[src/rtl/wb_dma_master.sv]
// wb_dma_master
// -----------------------------------------------------------------------------
// Wishbone initiator that copies a block of bytes from a source address to a
// destination address. Each byte is moved as one read followed by one write.
// Typical use is draining the tube data register (0x01xxxxxx) into SRAM, or
// filling it from SRAM. The initiator shares the coprocessor fabric with the
// CPU, and bus ownership comes from an external arbiter.
//
// Ports
//   clk, rst          clock and synchronous active-high reset
//   start             one-cycle pulse; accepted only when idle
//   src_adr, dst_adr  byte addresses of the first source and destination byte
//   len               number of bytes to move (0 = no bus activity)
//   src_inc, dst_inc  1 = address +1 per byte, 0 = fixed (FIFO register)
//   busy              transfer in progress
//   done              one-cycle pulse at the end (normal or abort)
//   err               sticky abort flag, cleared by the next accepted start
//   count             bytes completely written so far
//   bus_req, bus_gnt  arbiter request/grant
//   o_wb_* / i_wb_*   Wishbone initiator signals
//
// Handshakes
//   bus_req/bus_gnt: bus_req rises on an accepted start with len != 0 and stays
//   high until the transfer finishes. The first strobe follows the first cycle
//   in which bus_gnt is seen high. The arbiter must hold bus_gnt while bus_req
//   is high.
//   stb/ack: a strobe is offered with cyc=stb=1. Address, sel and we hold
//   steady until a cycle with i_wb_ack or i_wb_err high completes it. If
//   i_wb_err and i_wb_ack are high together, i_wb_err wins and the transfer
//   aborts. After every completed strobe, one idle cycle follows.
//
// Optional feature
//   WB_DMA_TIMEOUT_EN: when defined, a per-strobe watchdog aborts the
//   transfer like i_wb_err after TIMEOUT strobe cycles without ack or err.
//   When undefined, the block waits forever for ack or err.
// -----------------------------------------------------------------------------
module wb_dma_master #(
  parameter int LEN_W   = 16,
  parameter int TIMEOUT = 255
) (
  input  logic             clk,
  input  logic             rst,
  input  logic             start,
  input  logic [31:0]      src_adr,
  input  logic [31:0]      dst_adr,
  input  logic [LEN_W-1:0] len,
  input  logic             src_inc,
  input  logic             dst_inc,
  output logic             busy,
  output logic             done,
  output logic             err,
  output logic [LEN_W-1:0] count,
  output logic             bus_req,
  input  logic             bus_gnt,
  output logic [31:0]      o_wb_adr,
  output logic [3:0]       o_wb_sel,
  output logic             o_wb_we,
  output logic [31:0]      o_wb_dat,
  input  logic [31:0]      i_wb_dat,
  output logic             o_wb_cyc,
  output logic             o_wb_stb,
  input  logic             i_wb_ack,
  input  logic             i_wb_err
);

  if (TIMEOUT < 1) begin : g_timeout_check
    $error("wb_dma_master: TIMEOUT must be at least 1");
  end

  typedef enum logic [2:0] {
    S_IDLE = 3'd0,
    S_REQ  = 3'd1,
    S_RD   = 3'd2,
    S_GAP1 = 3'd3,
    S_WR   = 3'd4,
    S_GAP2 = 3'd5,
    S_FIN  = 3'd6
  } state_t;

  state_t           state;
  logic [31:0]      src_a;
  logic [31:0]      dst_a;
  logic [LEN_W-1:0] len_q;
  logic             src_inc_q;
  logic             dst_inc_q;
  logic [7:0]       byte_q;
  logic [7:0]       rd_byte;
  logic             abort;

`ifdef WB_DMA_TIMEOUT_EN
  localparam int WD_W = (TIMEOUT < 2) ? 1 : $clog2(TIMEOUT);
  logic [WD_W-1:0] wd;
`endif

  // One-hot byte select for a byte address.
  function automatic logic [3:0] lane_sel(input logic [1:0] a);
    return 4'b0001 << a;
  endfunction

  always_comb begin
    // During RD, o_wb_adr equals src_a, so the low bits of src_a pick the lane.
    case (src_a[1:0])
      2'd0:    rd_byte = i_wb_dat[7:0];
      2'd1:    rd_byte = i_wb_dat[15:8];
      2'd2:    rd_byte = i_wb_dat[23:16];
      default: rd_byte = i_wb_dat[31:24];
    endcase
    abort = i_wb_err;
`ifdef WB_DMA_TIMEOUT_EN
    // wd counts earlier unacknowledged strobe cycles, so this cycle is the
    // TIMEOUT-th one without a response.
    if (!i_wb_ack && wd == WD_W'(TIMEOUT - 1)) abort = 1'b1;
`endif
  end

  always_ff @(posedge clk) begin
    if (rst) begin
      state     <= S_IDLE;
      src_a     <= '0;
      dst_a     <= '0;
      len_q     <= '0;
      src_inc_q <= 1'b0;
      dst_inc_q <= 1'b0;
      byte_q    <= '0;
      busy      <= 1'b0;
      done      <= 1'b0;
      err       <= 1'b0;
      count     <= '0;
      bus_req   <= 1'b0;
      o_wb_adr  <= '0;
      o_wb_sel  <= '0;
      o_wb_we   <= 1'b0;
      o_wb_dat  <= '0;
      o_wb_cyc  <= 1'b0;
      o_wb_stb  <= 1'b0;
`ifdef WB_DMA_TIMEOUT_EN
      wd        <= '0;
`endif
    end else begin
      done <= 1'b0;
      case (state)
        S_IDLE: begin
          if (start) begin
            src_a     <= src_adr;
            dst_a     <= dst_adr;
            len_q     <= len;
            src_inc_q <= src_inc;
            dst_inc_q <= dst_inc;
            err       <= 1'b0;
            count     <= '0;
            busy      <= 1'b1;
            if (len == '0) begin
              state <= S_FIN;
            end else begin
              bus_req <= 1'b1;
              state   <= S_REQ;
            end
          end
        end

        S_REQ: begin
          if (bus_gnt) begin
            o_wb_cyc <= 1'b1;
            o_wb_stb <= 1'b1;
            o_wb_we  <= 1'b0;
            o_wb_adr <= src_a;
            o_wb_sel <= lane_sel(src_a[1:0]);
`ifdef WB_DMA_TIMEOUT_EN
            wd       <= '0;
`endif
            state    <= S_RD;
          end
        end

        S_RD: begin
          if (abort) begin
            o_wb_cyc <= 1'b0;
            o_wb_stb <= 1'b0;
            err      <= 1'b1;
            state    <= S_FIN;
          end else if (i_wb_ack) begin
            byte_q   <= rd_byte;
            o_wb_cyc <= 1'b0;
            o_wb_stb <= 1'b0;
            state    <= S_GAP1;
          end
`ifdef WB_DMA_TIMEOUT_EN
          else begin
            wd <= wd + 1'b1;
          end
`endif
        end

        S_GAP1: begin
          o_wb_cyc <= 1'b1;
          o_wb_stb <= 1'b1;
          o_wb_we  <= 1'b1;
          o_wb_adr <= dst_a;
          o_wb_sel <= lane_sel(dst_a[1:0]);
          o_wb_dat <= {4{byte_q}};
`ifdef WB_DMA_TIMEOUT_EN
          wd       <= '0;
`endif
          state    <= S_WR;
        end

        S_WR: begin
          if (abort) begin
            // The failing byte is not counted and the addresses do not advance.
            o_wb_cyc <= 1'b0;
            o_wb_stb <= 1'b0;
            o_wb_we  <= 1'b0;
            err      <= 1'b1;
            state    <= S_FIN;
          end else if (i_wb_ack) begin
            count    <= count + 1'b1;
            if (src_inc_q) src_a <= src_a + 32'd1;
            if (dst_inc_q) dst_a <= dst_a + 32'd1;
            o_wb_cyc <= 1'b0;
            o_wb_stb <= 1'b0;
            o_wb_we  <= 1'b0;
            state    <= S_GAP2;
          end
`ifdef WB_DMA_TIMEOUT_EN
          else begin
            wd <= wd + 1'b1;
          end
`endif
        end

        S_GAP2: begin
          // count already includes the byte just written.
          if (count == len_q) begin
            state <= S_FIN;
          end else begin
            o_wb_cyc <= 1'b1;
            o_wb_stb <= 1'b1;
            o_wb_we  <= 1'b0;
            o_wb_adr <= src_a;
            o_wb_sel <= lane_sel(src_a[1:0]);
`ifdef WB_DMA_TIMEOUT_EN
            wd       <= '0;
`endif
            state    <= S_RD;
          end
        end

        S_FIN: begin
          // done, !busy and !bus_req all become visible in the same cycle.
          done    <= 1'b1;
          busy    <= 1'b0;
          bus_req <= 1'b0;
          state   <= S_IDLE;
        end

        default: state <= S_IDLE;
      endcase
    end
  end

endmodule
[config.mk]
export PLATFORM = sky130hd
export DESIGN_NAME = wb_dma_master
export DESIGN_NICKNAME = d
export VERILOG_FILES = /design/src/rtl/wb_dma_master.sv
export SDC_FILE = /design/constraint.sdc
export NUM_CORES = 1
export LEC_CHECK = 0
export ABC_AREA = 1
export BUFFER_PORTS_ARGS = -buffer_cell sky130_fd_sc_hd__buf_2
export CAP_MARGIN = 5
export CELL_PAD_IN_SITES_DETAIL_PLACEMENT = 2
export CELL_PAD_IN_SITES_GLOBAL_PLACEMENT = 2
export CORE_MARGIN = 2
export CORE_UTILIZATION = 26
export DETAILED_ROUTE_END_ITERATION = 8
export PLACE_DENSITY = 0.73
export SYNTH_ARGS = -nofsm -noshare
export SYNTH_HDL_FRONTEND = slang
export SYNTH_SLANG_ARGS = --single-unit
[constraint.sdc]
create_clock -name clk -period 1.7 [get_ports clk]
set_clock_uncertainty 0.05 [all_clocks]
set_input_delay 0.255 -clock clk [delete_from_list [all_inputs] [get_ports clk]]
set_output_delay 0.255 -clock clk [all_outputs]
set_load 0.01 [all_outputs]
### Yosys cells after proc, flatten, opt, wreduce, memory -nomap -nowiden

Cells that the tools add are included.

| storage, ports and cells | value |
|---|---|
| input port bits | 120 |
| output and inout port bits | 91 |
| register bits | 183 |
| logic and storage cells | 113 |

| cells by class | value |
|---|---|
| bitwise logic cells | 1 |
| muxes and demuxes | 47 |
| eq/ne operators | 21 |
| shift-type cells | 2 |
| reduce and logical (&&, ||, !) cells | 22 |
| add/sub/neg operators | 3 |

Operators by type and width:

| kind | number |
|---|---|
| $mux W32 | 10 |
| $pmux W32 S2 | 2 |
| $pmux W32 S3 | 1 |
| $add A32 B1 Y32 const B | 2 |
| $mux W16 | 3 |
| $pmux W16 S2 | 1 |
| $mux W3 | 8 |
| $pmux W8 S3 | 1 |
| $pmux W3 S6 | 1 |
| $add A16 B1 Y16 const B | 1 |
| $eq A16 B16 Y1 | 1 |
| $logic_not A16 Y1 | 1 |
| $ne A2 B2 Y1 const B | 8 |
| $reduce_and A4 Y1 | 4 |
| $mux W1 | 12 |
| $pmux W4 S3 | 1 |
| $reduce_and A3 Y1 | 4 |
| $reduce_and A5 Y1 | 2 |
| $eq A3 B3 Y1 const B | 3 |
| $mux W4 | 2 |
| $pmux W1 S4 | 2 |
| $reduce_bool A4 Y1 | 2 |
| $shl A1 B2 Y4 const A | 2 |
| $eq A3 B2 Y1 const B | 2 |
| 14 further kinds | 20 |

### Longest topological paths before layout

| depth | value |
|---|---|
| depth in word-level cells | 5 |
| gate-level depth with buffers | 13 |

### Worst setup path after synthesis

OpenSTA, ideal clock, no wires.

| path | value |
|---|---|
| kind | register to register |
| start point | reg src_a[0] |
| end point | reg src_a[22] |
| arrival | 1.663 ns |
| data required time | 1.580 ns |
| buffers on the path | 0 |
| cell stages (with the launch flop) | 12 |
| slack | -0.083 ns |
| path through | dfxtp_1 ha_1 nand2_1 nor2_1 nand2_1 inv_1 nand3_2 nor2_1 nand2_1 nand2_1 nand2_1 a21oi_1 |

| between the ends | value |
|---|---|
| longest elaborated chain between the ends | 5 |

Ends and longest elaborated chain:

| what | line | text |
|---|---|---|
| start, declared | 81 | `logic [31:0] src_a;` |
| start signal, assigned | 144 | `src_a <= src_adr;` |
| start signal, assigned | 217 | `if (src_inc_q) src_a <= src_a + 32'd1;` |
| $add A32 B1 Y32 | 217 |  |
| $mux W32 | 217 |  |
| $mux W32 | 215 | `end else if (i_wb_ack) begin` |
| $mux W32 | 208 | `if (abort) begin` |
| $pmux W32 S2 | 141 | `case (state)` |

Every way passes these cells. The select of a mux whose other input is x is not followed.
A chain may end at the register's enable or synchronous reset.

### Worst setup path in the final report

| path | value |
|---|---|
| start point | reg state[0] |
| end point | reg dst_a[12] |

| between the ends | value |
|---|---|
| longest elaborated chain between the ends | 3 |
| elaborated cells between the ends (all ways) | 9 |
| classes of those cells | 5 x eq/ne; 1 x mux; 3 x reduce/logical |

Ends and longest elaborated chain:

| what | line | text |
|---|---|---|
| start, declared | 80 | `state_t state;` |
| start signal, assigned | 118 | `state <= S_IDLE;` |
| start signal, assigned | 153 | `state <= S_FIN;` |
| start signal, assigned | 156 | `state <= S_REQ;` |
| $eq A3 B3 Y1 or $logic_not A3 Y1 (tied branches) | 141 |  |
| $ne A2 B2 Y1 (no line) or $reduce_bool A2 Y1 (tied branches) | - |  |
| $reduce_and A5 Y1 (no line) | - |  |
| end signal, assigned | 145 | `dst_a <= dst_adr;` |
| end signal, assigned | 218 | `if (dst_inc_q) dst_a <= dst_a + 32'd1;` |
| end, declared | 82 | `logic [31:0] dst_a;` |

Parallel ways exist; a longest one is shown, timed or not.

==> reports/qor.csv <==
metric,value,unit
status,finished with violations,
violations,negative setup slack,
critPathMaxStageDelay,0.37,ns
clock_latency,0.46,ns
worst_slew_pin_slew,0.6287,ns
routedWlPerCell,23.81,µm
reg2reg_depth,11,
place_inst,2336,
period_share,113.5,%
required,1.98,ns
io_buffers,210,
dp_worst_setup_slack,-0.2339,ns
arrival,2.21,ns
globalRouteTotalUtil,25.43,%
ioPinCount,211,
nets,2052,
grt_pass1_wl,76110,µm
async_reset_ff_share,0,%
start_util,26.38,%
dieWidth,196.5,µm
placed_cell_area,0.01230,mm²
critPathCaptureType,flop,
worstHoldStart,i_wb_dat[30],
crit_path_cell_trace,nor2_4 -> nand2_4 -> nor2_4 -> nor2_8 -> o21ai_4 -> inv_4 -> buf_6 -> o21ai_4 -> nand2_1 -> nand2_1 -> nor2_1,
max_freq,518.1,MHz
grt_max_degree,102,
yosysWarnings,0,
row_count,70,
synth-seq-cells,159,
clock_path_buffers,2,
final_hold_viol_count,0,
setup.worst_path.class,flop to flop,
numCtsBuffers,17,
fin_ws,-0.2300,ns
remaining_drc_errors,0,
yosysMostFrequentCell,nand2_1,
whs_path_depth,3,
synthTopCellsByCount,"nand2_1 (473), nor2_1 (213), dfxtp_1 (159)",
ctsRootBufferMaster,clkbuf_16,
leakage,0.006075,µW
cp_max_fo,5,
clock-sinks,159,
clk_pin_slew_worst_paths,0.07,ns
setup_viol_count_final,97,
die_y,196.5,µm
fin_cells,2410,
cts_tree,done,
antenna_found_initial,4,
drt-pass1-iter-count,5,
ff2ff_setup_slack,-0.23,ns
relSlewSlack,58.09,%
gp_congestion,0.8908,
ctsHoldBuffers,0,
synthCells,1575,
stdcell_area,0.01464,mm²
ys_seq_area_share,33.04,%
postRouteAntennaNets,0,
syn_nets,1702,
vias,12710,
slew_viol_final,0,
finalCriticalPeriod,1.930,ns
coreArea,0.03652,mm²
area_growth,51.92,%
syn_avg_cell_area,6.117,µm²
overflow,0,
grt_pass1_vias,13240,
fin_setup_tns,-7.842,ns
r2r_end,dst_a[12],
synth_top_area_share,33.04,%
synthFlopType,dfxtp_1,
post-synth-top-area-cell,dfxtp_1,
drtIter0Drc,836,
ir_worst_vdd,0.7234,mV
worstHoldPathType,primary input to flop,
syn_area,0.009634,mm²
rsz0062_at_grt,true,
dp_hpwl,35080,µm
synth.area.top_cells,"dfxtp_1 (33%), nand2_1 (18%), nor2_1 (8.3%), a21oi_1 (8.2%), o21ai_0 (5.0%)",
timing.rr.start,state[0],
viasPerCell,5.272,
synth_edf_count,0,
setup.worst_path.start_class,flop,
htreeDepth,4,
layout-drive-gt1-share,39.83,%
power_density,1550,mW/mm²
hold_path_end,byte_q[6],
cp_slowest_cell,dfxtp_4,
ys_types,42,
drv_cap,0,
dieArea,0.03861,mm²
wl,57390,µm
[worst max-delay path: cells and delay by family (launching register included)]
kind	cells	cell delay, ns
AND/OR/NAND/NOR	7	0.84
flip-flops	1	0.37
buffers and inverters	2	0.31
AO/OA/AOI/OAI	2	0.23
[registers in the layout (all words and copies together), names as in the netlist]
signal and count:
src_a 32, o_wb_sel 4, err 1, state 3, o_wb_stb 1, src_inc_q 1, done 1, o_wb_dat 8
o_wb_we 1, dst_inc_q 1, bus_req 1, dst_a 32, busy 1, o_wb_adr 32, count 16, len_q 16
byte_q 8
[worst max path at each step]
stage                         from        end  slack (ns)
final                     state[0]  dst_a[12]       -0.23
after global routing      state[0]  dst_a[12]       -0.27
after CTS                 state[1]  dst_a[12]       -0.03
after detailed placement  dst_a[0]  dst_a[28]       -0.23
after global placement    state[2]   state[2]       -0.09
after floorplan           dst_a[0]  dst_a[22]        0.03
[layer usage]
metal  share of wire, %  GRT usage (%)  vias up
li1                   -              -     5817
met5                  0              0        -
met3                4.1          3.782      113
met1                 42          32.79     6398
met2                 50          44.08      377
met4                3.9          7.071        0
[cells in the final DEF (no fill, tap or decap), types with 56 or more instances in the layout]
cell	n
buf_4	180
nand2_1	416
o21ai_0	57
a21oi_1	113
inv_1	94
nor2_1	161
dfxtp_1	110
nand4_1	56
buf_2	209
nand3_1	66
[what timing repair did]
action / CTS / global route
gates cloned: 3 / 6
pin swaps: 19 / 67
gates resized for setup: 98 / 324
endpoints found under the hold margin: 0 / 0
setup endpoints to repair: 110 / 142
buffers inserted: 14 / 18
[cell type report]
class                      count  area (µm²)
clock inverter                14       212.7
antenna                        4       10.01
fill                        4297       21890
clock buffer                  18       439.2
inverter                     119       464.2
timing repair buffer         435        3178
multi-input combinational   1193        6472
tap                          468       585.6
sequential                   159        3274
[per-stage QoR]
stage	hold slack [ns]	util (%)	power [µW]
final	0.02724	40.08	22690
after global routing	0.05744	40.08	23740
after CTS	0.01731	36.77	20420
after detailed placement	0.4046	33.67	14940
after global placement	0.3981	33.67	14510
after floorplan	0.3694	-	10570
[cells by family after synthesis]
logic type                 count (synthesis)  share of synthesized area (%)
and+or+nand+nor                          882                          38.64
AOI/OAI and AO/OA                        291                          15.74
adders and majority gates                  7                         0.9090
DFF                                      159                          33.04
xor gates and xnor gates                  13                          1.182
buffers and inverters                    223                          10.49
[power breakdown]
part / total, µW / internal [µW] / switching [µW]
sequential: 5980 / 4830 / 1150
combinational: 12200 / 4710 / 7530
clock: 4480 / 2650 / 1830
Power figures use the tool's default switching activity.
